**config.mk**
```make
export PLATFORM = sky130hd
export DESIGN_NAME = traffic_phase_ctrl
export DESIGN_NICKNAME = d
export VERILOG_FILES = /design/src/rtl/traffic_pkg.sv /design/src/rtl/traffic_phase_ctrl_tick_sync.sv /design/src/rtl/traffic_phase_ctrl.sv
export SDC_FILE = /design/constraint.sdc
export NUM_CORES = 1
export LEC_CHECK = 0
export BUFFER_PORTS_ARGS = -buffer_cell sky130_fd_sc_hd__buf_2
export CAP_MARGIN = 20
export CORE_MARGIN = 4
export CORE_UTILIZATION = 46
export CTS_CLUSTER_DIAMETER = 60
export DETAILED_ROUTE_END_ITERATION = 7
export PLACE_DENSITY = 0.73
export REMOVE_ABC_BUFFERS = 1
export SYNTH_ARGS = -nofsm -noshare
export SYNTH_HDL_FRONTEND = slang
export SYNTH_SLANG_ARGS = --single-unit
```
**constraint.sdc**
```tcl
create_clock -name clk_i -period 1.9 [get_ports clk_i]
set_clock_uncertainty 0.2 [all_clocks]
set_input_delay 0.19 -clock clk_i [delete_from_list [all_inputs] [get_ports clk_i]]
set_output_delay 0.19 -clock clk_i [all_outputs]
set_load 0.1 [all_outputs]
```
**src/rtl/traffic_pkg.sv**
```systemverilog
// Shared types for the traffic phase controller: phase encoding, lamp codes, phase order.
// Latency: none (types, constants and a pure function only).
// Backpressure: not applicable.
package traffic_pkg;

  // Phase order follows the declaration order; CLR2 wraps back to NS_G.
  typedef enum logic [2:0] {
    NS_G = 3'd0,
    NS_Y = 3'd1,
    CLR1 = 3'd2,
    EW_G = 3'd3,
    EW_Y = 3'd4,
    CLR2 = 3'd5
  } phase_t;

  // Lamp field layout is {R,Y,G}, one-hot.
  localparam logic [2:0] LAMP_R = 3'b100;
  localparam logic [2:0] LAMP_Y = 3'b010;
  localparam logic [2:0] LAMP_G = 3'b001;

  function automatic phase_t next_phase(input phase_t p);
    case (p)
      NS_G:    return NS_Y;
      NS_Y:    return CLR1;
      CLR1:    return EW_G;
      EW_G:    return EW_Y;
      EW_Y:    return CLR2;
      default: return NS_G;
    endcase
  endfunction

endpackage

```
**src/rtl/traffic_phase_ctrl_tick_sync.sv**
```systemverilog
// Synchronizes an asynchronous slow clock and turns each rising edge into a 1-cycle tick.
// Latency: tick_o rises 3 clk_i edges after the input rise; it is exactly one cycle wide.
// Backpressure: none; input pulses shorter than 2 clk_i cycles may be lost.
module tick_sync (
  input  logic clk_i,
  input  logic rst_i,
  input  logic async_i,
  output logic tick_o
);

  logic r_s1;
  logic r_s2;
  logic r_s3;
  logic r_tick;

  // Two-flop synchronizer, a third flop for edge history, and a registered rising-edge detect.
  always_ff @(posedge clk_i or posedge rst_i) begin
    if (rst_i) begin
      r_s1   <= 1'b0;
      r_s2   <= 1'b0;
      r_s3   <= 1'b0;
      r_tick <= 1'b0;
    end else begin
      r_s1   <= async_i;
      r_s2   <= r_s1;
      r_s3   <= r_s2;
      r_tick <= r_s2 & ~r_s3;
    end
  end

  assign tick_o = r_tick;

endmodule

```
**src/rtl/traffic_phase_ctrl.sv**
```systemverilog
// Two-direction traffic-light phase sequencer driven by ticks from a synchronized slow clock.
// Latency: phase/remain update 4 clk_i edges after a slow-clock rise; ped request visible after 1 edge.
// Backpressure: pause_i discards (does not queue) ticks; lamps and countdown hold while paused.
module traffic_phase_ctrl
  import traffic_pkg::*;
#(
  parameter int GREEN_T   = 15,
  parameter int YELLOW_T  = 3,
  parameter int RED_CLR_T = 1,
  parameter int PED_T     = 2,
  parameter int CNT_W     = 5
) (
  input  logic             clk_i,
  input  logic             rst_i,
  input  logic             slow_clk_i,
  input  logic             pause_i,
  input  logic             ped_req_i,
  output logic [2:0]       ns_light_o,
  output logic [2:0]       ew_light_o,
  output logic [CNT_W-1:0] remain_o,
  output logic             tick_o,
  output logic             ped_pend_o
);

  localparam int MAX_GY = (GREEN_T > YELLOW_T) ? GREEN_T : YELLOW_T;
  localparam int MAX_T  = (MAX_GY > RED_CLR_T) ? MAX_GY : RED_CLR_T;

  if (GREEN_T < 3) begin : g_bad_green
    $error("traffic_phase_ctrl: GREEN_T must be >= 3");
  end
  if (YELLOW_T < 1) begin : g_bad_yellow
    $error("traffic_phase_ctrl: YELLOW_T must be >= 1");
  end
  if (RED_CLR_T < 1) begin : g_bad_clr
    $error("traffic_phase_ctrl: RED_CLR_T must be >= 1");
  end
  if (PED_T < 1 || PED_T >= GREEN_T) begin : g_bad_ped
    $error("traffic_phase_ctrl: PED_T must be >= 1 and < GREEN_T");
  end
  if (CNT_W < 1 || CNT_W > 30 || MAX_T >= (1 << CNT_W)) begin : g_bad_cnt
    $error("traffic_phase_ctrl: CNT_W too narrow for the longest phase");
  end

  phase_t           r_phase;
  phase_t           w_phase_nxt;
  logic [CNT_W-1:0] r_remain;
  logic [CNT_W-1:0] w_remain_nxt;
  logic             r_ped_pend;
  logic             w_ped_nxt;
  logic             w_tick;
  logic             w_act;
  logic             w_green;
  logic             w_cut;
  logic             w_enter_y;
  logic [2:0]       w_ns;
  logic [2:0]       w_ew;

  function automatic logic [CNT_W-1:0] phase_dur(input phase_t p);
    case (p)
      NS_G, EW_G: return CNT_W'(GREEN_T);
      NS_Y, EW_Y: return CNT_W'(YELLOW_T);
      default:    return CNT_W'(RED_CLR_T);
    endcase
  endfunction

  tick_sync u_tick_sync (
    .clk_i  (clk_i),
    .rst_i  (rst_i),
    .async_i(slow_clk_i),
    .tick_o (w_tick)
  );

  assign w_act = w_tick & ~pause_i;

  // Phase, countdown and pedestrian latch registers; reset lands in all-red clearance.
  always_ff @(posedge clk_i or posedge rst_i) begin
    if (rst_i) begin
      r_phase    <= CLR2;
      r_remain   <= CNT_W'(RED_CLR_T);
      r_ped_pend <= 1'b0;
    end else begin
      r_phase    <= w_phase_nxt;
      r_remain   <= w_remain_nxt;
      r_ped_pend <= w_ped_nxt;
    end
  end

  // Next phase/countdown on an active tick, pedestrian latch update, and lamp decode of the registered phase.
  always_comb begin
    w_phase_nxt  = r_phase;
    w_remain_nxt = r_remain;
    w_green      = (r_phase == NS_G) || (r_phase == EW_G);
    w_cut        = w_green && r_ped_pend && (r_remain > CNT_W'(PED_T));
    w_ns         = LAMP_R;
    w_ew         = LAMP_R;

    if (w_act) begin
      if (w_cut) begin
        // A pedestrian cut only shortens green; the phase itself does not move.
        w_remain_nxt = CNT_W'(PED_T);
      end else if (r_remain == CNT_W'(1)) begin
        w_phase_nxt  = next_phase(r_phase);
        w_remain_nxt = phase_dur(w_phase_nxt);
      end else begin
        w_remain_nxt = r_remain - CNT_W'(1);
      end
    end

    w_enter_y = (w_phase_nxt != r_phase) && ((w_phase_nxt == NS_Y) || (w_phase_nxt == EW_Y));
    // A new request in the same cycle as yellow entry survives to cut the next green.
    w_ped_nxt = ped_req_i ? 1'b1 : (w_enter_y ? 1'b0 : r_ped_pend);

    case (r_phase)
      NS_G:    w_ns = LAMP_G;
      NS_Y:    w_ns = LAMP_Y;
      EW_G:    w_ew = LAMP_G;
      EW_Y:    w_ew = LAMP_Y;
      default: begin
        w_ns = LAMP_R;
        w_ew = LAMP_R;
      end
    endcase
  end

  assign ns_light_o = w_ns;
  assign ew_light_o = w_ew;
  assign remain_o   = r_remain;
  assign tick_o     = w_tick;
  assign ped_pend_o = r_ped_pend;

endmodule

```
==> out/qor.yml <==
status: "finished with violations"
violations: "negative setup slack"
syn-cell-area_sq_um: 782.0
vias: 747
num_antenna_cells: 0
synth_top_area_cell: "dfrtp_1"
clock_path_buffers: 2
grt_remaining_overflow: 0
multi_input_area_sq_um: 525.5
track_usage_pct: 18.70
reg2reg_to: "r_phase[0]$_DFF_PP1_"
cts_made_buffers: 3
slew_headroom_pct: 66.77
rsz0062_at_grt: "true"
via_per_inst: 5.617
min_period_ns: 2.044
r2r_setup_slack_ns: -0.14
crit_path_end_kind: "flop"
crit_type: "reg2reg"
num-fill-cells: 76
clk_pin_slew_ns: 0.08
synth_top_family_by_area: "simple AND/OR/NAND/NOR gates"
die_x_um: 49.23
drive_gt1_share_pct: 63.25
finalWorstSetupSlack_ns: -0.1435
insertion_delay_ns: 0.28
r2r.worst_path.cells: 5
fin_cells: 133
dp.cells: 121
gp_congestion: 0.9105
start_util_pct: 50.16
grt_pass1_vias: 713
holdCritStartpoint: "pause_i"
dp_hpwl_um: 1344
antenna_left: 0
hold_class: "in2reg"
cp_data_arrival_time_ns: 2.06
cp-start-kind: "flop"
ys.flop_type: "dfrtp_1"
io_buffers: 17
synthSimpleGateAreaFrac_pct: 21.92
grt_pass1_wl_um: 3387
synth_top_cells_by_area: "dfrtp_1, dfstp_2, ha_1"
cts.htree.levels: 1
min_to: "r_phase[1]$_DFF_PP0_"
synth_compound_area_share_pct: 17.92
synth-edff-count: 0
drt_first_pass_iters: 4
final-setup-viol-count: 9
worstMarginPinSlew_ns: 0.4979
antenna_found_initial: 0
wl_per_cell_um: 16.71
slew_viol_final: 0
grt_start_max_net_pins: 14
finalCoreUtilization_pct: 83.63
ys_types: 34
die_h_um: 49.23
rows: 14
hold_violations: 0
regArea_sq_um: 330.3
fp.dieArea_sq_um: 2424
cts_tree: "done"
io_pins: 18
finalNetCount: 126
drt_iter0_drc: 12
synth_xor_xnor_area_share_pct: 2.240
cp.required_ns: 1.91
synth_top_cell_area_share_pct: 32.00
max_freq_ghz: 0.4894
route.detailed.drc: 0
syn2layout_area_growth_pct: 66.72
syn_area_per_cell_sq_um: 10.29
clkSinkCount: 13
core_sq_um: 1559
synth-async-reset-ratio_pct: 100.0
place_ws_ns: -0.2114
ys_warn_count: 0
root_buffer: "clkbuf_4"
wl_um: 2222
cap_violations: 0
crit_fanout: 7
whs_path_depth: 5
synth_seq_cells: 13
synth_seq_area_share_pct: 42.08
finalCritPeriodShare_pct: 107.6
synthMuxAreaShare_pct: 4.480
r2r-start: "remain_o[0]$_DFFE_PP1P_"
synthCells: 76
synth_fa_ha_area_share_pct: 4.800
-- worst max path at each step --
stage / end / cells past startpoint / startpoint / slack, ns
4_1_cts: r_phase[0]$_DFF_PP1_ / 5 / remain_o[0]$_DFFE_PP1P_ / -0.14
3_5_place_dp: remain_o[1]$_DFFE_PP0P_ / 6 / remain_o[0]$_DFFE_PP1P_ / -0.21
5_1_grt: r_phase[0]$_DFF_PP1_ / 5 / remain_o[0]$_DFFE_PP1P_ / -0.20
3_3_place_gp: r_phase[0]$_DFF_PP1_ / 6 / remain_o[0]$_DFFE_PP1P_ / -0.15
6_report: r_phase[0]$_DFF_PP1_ / 5 / remain_o[0]$_DFFE_PP1P_ / -0.14
2_1_floorplan: r_phase[2]$_DFF_PP1_ / 4 / r_phase[2]$_DFF_PP1_ / -2.90
-- synthesized netlist by cell type (2+ instances only) --
cell and instances:
a21oi_1 3, buf_2 2, dfrtp_1 10, dfstp_2 3, ha_1 3, inv_1 7, mux2i_1 2, nand2b_1 2
nand3_1 2, nor2_1 6, nor2b_1 2, nor3_1 5, nor4_1 2, o21ai_0 4, o2bb2ai_1 3, o31ai_1 2
-- layer usage --
metal / global-route usage (%) / share of wire [%]
met1: 22.37 / 43
met2: 31.47 / 52
met3: 3.976 / 3.4
met4: 9.005 / 1.6
met5: 0 / 0
-- registers in the layout, indices dropped and copies added, names as in the netlist --
register,flops
u_tick_sync.r_s1,1
u_tick_sync.r_s2,1
ped_pend_o,1
u_tick_sync.r_s3,1
r_phase,3
remain_o,5
u_tick_sync.tick_o,1
-- logic make-up (layout without fill, tap and decap cells) --
kind of cell,count (synthesis),after routing
AOI/OAI and AO/OA,18,18
xor gates and xnor gates,2,2
adders and majority gates,3,3
buffers and inverters,11,52
DFF,13,13
and+or+nand+nor,26,26
muxes,3,3
-- stage by stage --
stage	instance area, sq um	hold slack, ns	setup TNS, ns
after floorplan	757.0	-0.1352	-13.01
after global routing	1304	0.08645	-1.286
after detailed placement	1072	0.04224	-1.169
after global placement	1072	0.02993	-0.7677
final	1304	0.07724	-0.6995
after CTS	1206	0.07131	-0.7054
-- what timing repair did --
item / 4_1_cts / 5_1_grt
setup buffers: 2 / 4
pin swaps: 3 / 4
gates resized for setup: 16 / 18
hold buffers: 3 / 0
hold endpoints to repair: 12 / 0
endpoints found under the setup margin: 12 / 12
-- cell type report --
cell class,count,share of cell area [%]
clock buffers,3,1.727
clock inverters,1,0.3839
inverters,7,2.015
multi-input cells,52,40.31
flip-flops and latches,13,25.34
well taps,16,1.536
repair buffers,41,28.69
-- worst max-delay path, stage by stage (launching register included) --
cell and delay, ns:
dfstp_2 0.58, ha_4 0.13, or4b_4 0.55, nor2_8 0.14
nand2b_4 0.08, mux2_4 0.29
-- layout by cell type, fill, tap and decap left out, types with 3 or more instances in the layout --
| cell | synthesis | routed |
|---|---|---|
| dlygate4sd3_1 | 0 | 3 |
| nor2_1 | 6 | 3 |
| clkbuf_4 | 0 | 3 |
| dfrtp_1 | 10 | 9 |
| buf_12 | 0 | 6 |
| o2bb2ai_2 | 0 | 3 |
| nor2_4 | 0 | 3 |
| nand2b_4 | 1 | 3 |
| buf_6 | 1 | 3 |
| inv_1 | 7 | 5 |
| dfstp_2 | 3 | 3 |
| buf_2 | 2 | 11 |
| buf_4 | 0 | 18 |
Power is not shown: default switching activity piles up to over one toggle a cycle in this logic, so the estimate is an artifact.
